<file path="src/rtl/s_mem_check.sv">
// s_mem_check: sequential reader and checker for the RC4 S memory.
// Streams {addr, byte} pairs downstream and tallies mismatches against S[i] = i.
module s_mem_check #(
    parameter int DEPTH  = 256,
    parameter int ADDR_W = 8
) (
    input  logic              clk_i,
    input  logic              rst_i,
    input  logic              en_i,
    output logic              rdy_o,
    output logic [ADDR_W-1:0] addr_o,
    input  logic [7:0]        rddata_i,
    output logic              out_valid_o,
    input  logic              out_ready_i,
    output logic [ADDR_W-1:0] out_addr_o,
    output logic [7:0]        out_data_o,
    output logic [ADDR_W:0]   err_count_o,
    output logic [ADDR_W-1:0] first_err_addr_o,
    output logic              done_o,
    output logic              pass_o
);

    localparam logic [ADDR_W-1:0] LAST = ADDR_W'(DEPTH - 1);

    typedef enum logic [1:0] {
        S_IDLE,
        S_RD,
        S_LAT,
        S_OUT
    } state_e;

    state_e state_q, state_d;

    // addr_q doubles as the read index i; it only moves on an accepted transfer
    logic [ADDR_W-1:0] addr_q, addr_d;
    logic              out_valid_q, out_valid_d;
    logic [ADDR_W-1:0] out_addr_q, out_addr_d;
    logic [7:0]        out_data_q, out_data_d;
    logic [ADDR_W:0]   err_q, err_d;
    logic [ADDR_W-1:0] first_q, first_d;
    logic              done_q, done_d;

    logic start;
    logic capture;
    logic xfer;
    logic last;
    logic mismatch;
    logic [7:0] idx_byte;

    assign idx_byte = addr_q[7:0];
    assign last     = (addr_q == LAST);
    assign mismatch = (rddata_i != idx_byte);

    // State register
    always_ff @(posedge clk_i or posedge rst_i) begin
        if (rst_i) begin
            state_q <= S_IDLE;
        end else begin
            state_q <= state_d;
        end
    end

    // Next-state logic: one read, one latency cycle, then wait for the consumer
    always_comb begin
        state_d = state_q;
        unique case (state_q)
            S_IDLE: if (en_i) state_d = S_RD;
            S_RD:   state_d = S_LAT;
            S_LAT:  state_d = S_OUT;
            S_OUT: begin
                if (out_ready_i) begin
                    state_d = last ? S_IDLE : S_RD;
                end
            end
            default: state_d = S_IDLE;
        endcase
    end

    // Output / strobe decode from the current state
    always_comb begin
        rdy_o   = 1'b0;
        start   = 1'b0;
        capture = 1'b0;
        xfer    = 1'b0;
        unique case (state_q)
            S_IDLE: begin
                rdy_o = 1'b1;
                start = en_i;
            end
            S_LAT:  capture = 1'b1;
            S_OUT:  xfer = out_valid_q && out_ready_i;
            default: ;
        endcase
    end

    // Datapath next-state: counters clear on start, update on capture/transfer
    always_comb begin
        addr_d      = addr_q;
        out_valid_d = out_valid_q;
        out_addr_d  = out_addr_q;
        out_data_d  = out_data_q;
        err_d       = err_q;
        first_d     = first_q;
        done_d      = done_q;
        if (start) begin
            addr_d  = '0;
            err_d   = '0;
            first_d = '0;
            done_d  = 1'b0;
        end
        if (capture) begin
            out_addr_d  = addr_q;
            out_data_d  = rddata_i;
            out_valid_d = 1'b1;
            if (mismatch) begin
                err_d = err_q + 1'b1;
                if (err_q == '0) begin
                    first_d = addr_q;
                end
            end
        end
        if (xfer) begin
            out_valid_d = 1'b0;
            if (last) begin
                done_d = 1'b1;
            end else begin
                addr_d = addr_q + 1'b1;
            end
        end
    end

    // Datapath registers
    always_ff @(posedge clk_i or posedge rst_i) begin
        if (rst_i) begin
            addr_q      <= '0;
            out_valid_q <= 1'b0;
            out_addr_q  <= '0;
            out_data_q  <= '0;
            err_q       <= '0;
            first_q     <= '0;
            done_q      <= 1'b0;
        end else begin
            addr_q      <= addr_d;
            out_valid_q <= out_valid_d;
            out_addr_q  <= out_addr_d;
            out_data_q  <= out_data_d;
            err_q       <= err_d;
            first_q     <= first_d;
            done_q      <= done_d;
        end
    end

    assign addr_o           = addr_q;
    assign out_valid_o      = out_valid_q;
    assign out_addr_o       = out_addr_q;
    assign out_data_o       = out_data_q;
    assign err_count_o      = err_q;
    assign first_err_addr_o = first_q;
    assign done_o           = done_q;
    assign pass_o           = done_q && (err_q == '0);

endmodule
</file>
<file path="config.mk">
export PLATFORM = sky130hd
export DESIGN_NAME = s_mem_check
export DESIGN_NICKNAME = d
export VERILOG_FILES = /design/src/rtl/s_mem_check.sv
export SDC_FILE = /design/constraint.sdc
export NUM_CORES = 1
export LEC_CHECK = 0
export ABC_AREA = 1
export CAP_MARGIN = 20
export CORE_UTILIZATION = 45
export CTS_CLUSTER_DIAMETER = 60
export DETAILED_ROUTE_END_ITERATION = 8
export PLACE_DENSITY_LB_ADDON = 0.2
export SYNTH_ARGS = -nofsm -noshare
export SYNTH_HDL_FRONTEND = slang
export SYNTH_SLANG_ARGS = --single-unit
</file>
<file path="constraint.sdc">
create_clock -name clk_i -period 1.4 [get_ports clk_i]
set_input_delay 0.28 -clock clk_i [delete_from_list [all_inputs] [get_ports clk_i]]
set_output_delay 0.28 -clock clk_i [all_outputs]
set_load 0.005 [all_outputs]
</file>
Yosys cells after proc, flatten, opt, wreduce, memory -nomap -nowiden

Cells that the tools add are included.

Register bits after elaboration: 45
Bits in latches: 0
RAM bits: 0
ROM bits: 0
Input bits: 12
Output and inout bits: 45
Memories: 0

$add $sub $neg: 2
$mul: 0
Div/mod/pow operators: 0
Order comparisons: 0
Equality and inequality tests: 7
Shifts and indexed selects: 0
Mux-type cells: 23
Bitwise gates (word level): 0
Reduce and logical (&&, ||, !) cells: 6

Operators with widths:

| cell                | count |
|---|---|
| $mux 8              | 7 |
| $mux 9              | 3 |
| $mux 1              | 10 |
| $add 9x1->9 const B | 1 |
| $logic_not 9->1     | 1 |
| $add 8x1->8 const B | 1 |
| $eq 8x8->1 const B  | 1 |
| $ne 8x8->1          | 1 |
| $pmux 2 s4          | 1 |
| $eq 2x2->1 const B  | 2 |
| $mux 2              | 2 |
| $ne 2x2->1 const B  | 2 |
| $eq 2x1->1 const B  | 1 |
| $logic_and 1x1->1   | 2 |
| $logic_not 2->1     | 1 |
| $reduce_and 2->1    | 1 |
| $reduce_bool 2->1   | 1 |

Longest topological paths before layout

Word-level depth: 6
Gate-level depth with buffers: 12
Gate-level depth less buffers: 10

Worst setup path before layout

Ideal clock, no wire load.

Path kind: register to register
Start: reg state_q[0]
End: reg err_q[2] (netlist: err_count_o[2])
Setup time: 118 ps
Data arrival time: 1423 ps
Data required time: 1282 ps
Path slack: -141 ps
Stages on the path, launching flop included: 9
Path buffers: 1
Clock period less this slack: 1541 ps
Path through: dfrtp_1 inv_1 ha_1 nand2_1 inv_1 buf_2 nor2_1 a21oi_1 nor2_1

Longest elaborated chain between the ends: 5

RTL lines:

| item                     | line | RTL |
|---|---|---|
| start: declaration       | 32   | `state_e state_q, state_d;` |
| start signal: assignment | 59   | `state_q <= state_d;` |
| $logic_not 2->1          | 85   | `unique case (state_q)` |
| $mux 1                   | 85   |  |
| $mux 9                   | 105  | `if (start) begin` |
| $mux 9                   | 115  | `if (mismatch) begin` |
| $mux 9 *                 | 111  | `if (capture) begin` |
| via err_d[2]             | 39   | `logic [ADDR_W:0] err_q, err_d;` |
| end signal: assignment   | 147  | `err_q <= err_d;` |
| end: declaration         | 39   |  |

The timed path passes the listed nets; every way through them passes the cells marked *.
A chain may end at the register's enable or synchronous reset.

Worst setup path in the final report

Start: reg err_q[0] (netlist: err_count_o[0])
End: out pass_o

Longest elaborated chain between the ends: 2

RTL lines:

| item              | line | RTL |
|---|---|---|
| $logic_not 9->1   | 160  | `assign pass_o = done_q && (err_q == '0);` |
| $logic_and 1x1->1 | 160  |  |
| end: declaration  | 20   | `output logic pass_o` |

Every way passes these cells.

==> out/qor.txt <==
GRT Total Usage -> 0.264
WP data required -> 1120 ps
final setup violation count -> 21
Multi-input gate area -> 1420 um2
# port buffers -> 56
Worst slew margin -> 0.777
clk root buf -> clkbuf_8
CTS Buf Count -> 5
largest net degree at the start of global routing -> 46
Layout Nets -> 487
highest-count cells in the layout ignoring fill and taps -> 86 x nand2_1, 64 x buf_4, 43 x dfrtp_1
setup slack at placement -> -338 ps
clock power share -> 0.135
core area -> 5200 um2
PnR Total Power -> 0.00612 W
RSZ-0062 raised after global routing -> yes
H-tree levels -> 2
worst-path cell chain -> inv_2 > ha_1 > nand4_1 > nor3_1 > buf_2
1st-iter DRT viols -> 171
Leak -> 2.17 nW
worst slew pin tran -> 334 ps
# IOs -> 57
Mapped Cells -> 327
# diodes -> 0
GR Overflow Total -> 0
via count -> 2884
PD cells -> 1470 nW/um2
worst skew pair latency -> 310 ps
sequential share of power -> 0.300
distinct cell type count after synthesis -> 25
CP max stage delay -> 390 ps
layout cells sized above 1 -> 0.375
drc violations -> 0
max-slew violations -> 0
WS Path Type -> flop to primary output
NetSw -> 0.00247 W
Seq cells post-synth -> 45
antenna violations before repair -> 0
drt first pass iters -> 4
global placement routability congestion -> 0.898
switching share of power -> 0.403
minimum clock period -> 1590 ps
Setup crit end kind -> primary output
most common library cell in the layout ignoring fill and taps -> nand2_1
routed wire length -> 8500 um
CP arrival -> 1310 ps
Rows -> 26
synthesized area -> 2470 um2
ranking of synthesized cells by area -> dfrtp_1 46%, nand2_1 16%, inv_1 5.6%
Fillers -> 329
first-pass GRT wire length -> 12100 um
CTS tree -> done
Max Root-Sink Buffers -> 2
post-synthesis sequential area ratio -> 0.457
critical path startpoint category -> flop
Sinks on Clock Net -> 45
hpwl dp -> 4740 um
syn_nets -> 346
Die Y -> 76.0 um
clock-pin slew on the worst setup and hold paths -> 90 ps
Max-Cap Viols -> 0
Starting Density -> 0.474
Die X -> 76.0 um
register area -> 1130 um2
Peak VDD IR -> 0.00119 V
final hold vios -> 0
Synth area leader -> dfrtp_1
full die area -> 5780 um2
status -> finished, violations left
Final Util -> 0.800
Via density -> 5.35
vias in the first global route -> 2734
P&R area growth vs syn -> 68.8%
period utilization -> 1.13
failing checks -> setup timing
Worst Skew -> 6.85 ps
Yosys top cell area share -> 0.457
post-route setup slack -> -186 ps
Comb pwr share -> 0.565
Int Power -> 0.00365 W
CP max-delay cell -> dfrtp_1
Routed Antenna Nets -> 0
FMAX -> 0.630 GHz
CP Max Fanout -> 2
routed length per instance -> 15.8 um
Post-Syn Area per Cell -> 7.54 um2
Worst Hold Class -> input pin to async pin
synth warn -> 0
cells in the mapped netlist:
cell and instances:
nand2_1 108, dfrtp_1 45, inv_1 37, nand3_1 25, nor2_1 25, o21ai_0 17
nand4_1 13, ha_1 7, a21oi_1 6, clkbuf_1 5, inv_2 5, xor2_1 5
nor3_1 4, xnor2_1 4, buf_6 3, o22ai_1 3, buf_2 2, buf_4 2
nand2_2 2, nor2_2 2, nor3_2 2, o21ai_1 2, nand3_2 1, nor4_1 1
o211ai_1 1
flip-flops by register name, indices dropped and copies added (netlist names):
register,count
done_o,1
first_err_addr_o,8
addr_o,8
out_addr_o,8
out_valid_o,1
state_q,2
out_data_o,8
err_count_o,9
worst max-delay path, delay by kind of cell, from the launching register on:
family,cells,cell delay [ps]
adder cells (fa/ha/maj),1,130
buffers and inverters,2,200
flip-flops,1,390
AND/OR/NAND/NOR,2,270
power by group through the flow:
stage          Sequential (W)  Combinational, W  Clock, W
4_1_cts               0.00182           0.00304  0.000825
3_3_place_gp          0.00183           0.00268         0
5_1_grt               0.00186           0.00372  0.000891
3_5_place_dp          0.00184           0.00277         0
6_report              0.00184           0.00346  0.000829
2_1_floorplan         0.00188           0.00119         0
area by class of cell:
type | count | share of cell area
clock buffers | 7 | 0.0183
clock inverters | 1 | 0.00180
inverters | 42 | 0.0397
multi-input cells | 229 | 0.340
flip-flops and latches | 45 | 0.271
well taps | 70 | 0.0210
repair buffers | 145 | 0.308
logic make-up after synthesis:
family,synth area share
XOR/XNOR,0.0320
AO/OA/AOI/OAI,0.0614
buffers and inverters,0.0954
flip-flops,0.457
adder cells (fa/ha/maj),0.0355
AND/OR/NAND/NOR,0.319
stage by stage:
stage	std cells	hold slack, ps	area [um2]	setup TNS, ps
after floorplan	327	392	2470	-11.4
after global placement	505	460	3530	-5660
after detailed placement	505	457	3530	-6300
after CTS	532	327	3940	-508
after global routing	539	328	4160	-3340
final	539	310	4160	-1620
timing repair:
action / CTS / global route
hold buffers: 0 / 0
gates resized for setup: 112 / 57
setup buffers: 17 / 6
pin swaps: 20 / 24
gates cloned: 2 / 1
endpoints found under the setup margin: 71 / 55
final timing paths:
check                                     startpoint                   endpoint  slack (ps)  cells after the start
setup reg to reg                 addr_o[5]$_DFF_PP0_   err_count_o[3]$_DFF_PP0_        -150                      9
setup / recovery            err_count_o[0]$_DFF_PP0_                     pass_o        -190                      5
hold reg to reg            out_addr_o[3]$_DFFE_PP0P_  out_addr_o[3]$_DFFE_PP0P_         480                      2
max in group asynchronous                      rst_i        addr_o[0]$_DFF_PP0_         860                      3
hold / removal                                 rst_i  out_data_o[5]$_DFFE_PP0P_         310                      3
min in group clk_i         out_addr_o[3]$_DFFE_PP0P_  out_addr_o[3]$_DFFE_PP0P_         480                      2
per-layer routing:
metal / GRT usage / share of wire
met1: 0.316 / 0.40
met2: 0.454 / 0.50
met3: 0.0551 / 0.062
met4: 0.127 / 0.030
met5: 0 / 0
Power figures use the tool's default switching activity.
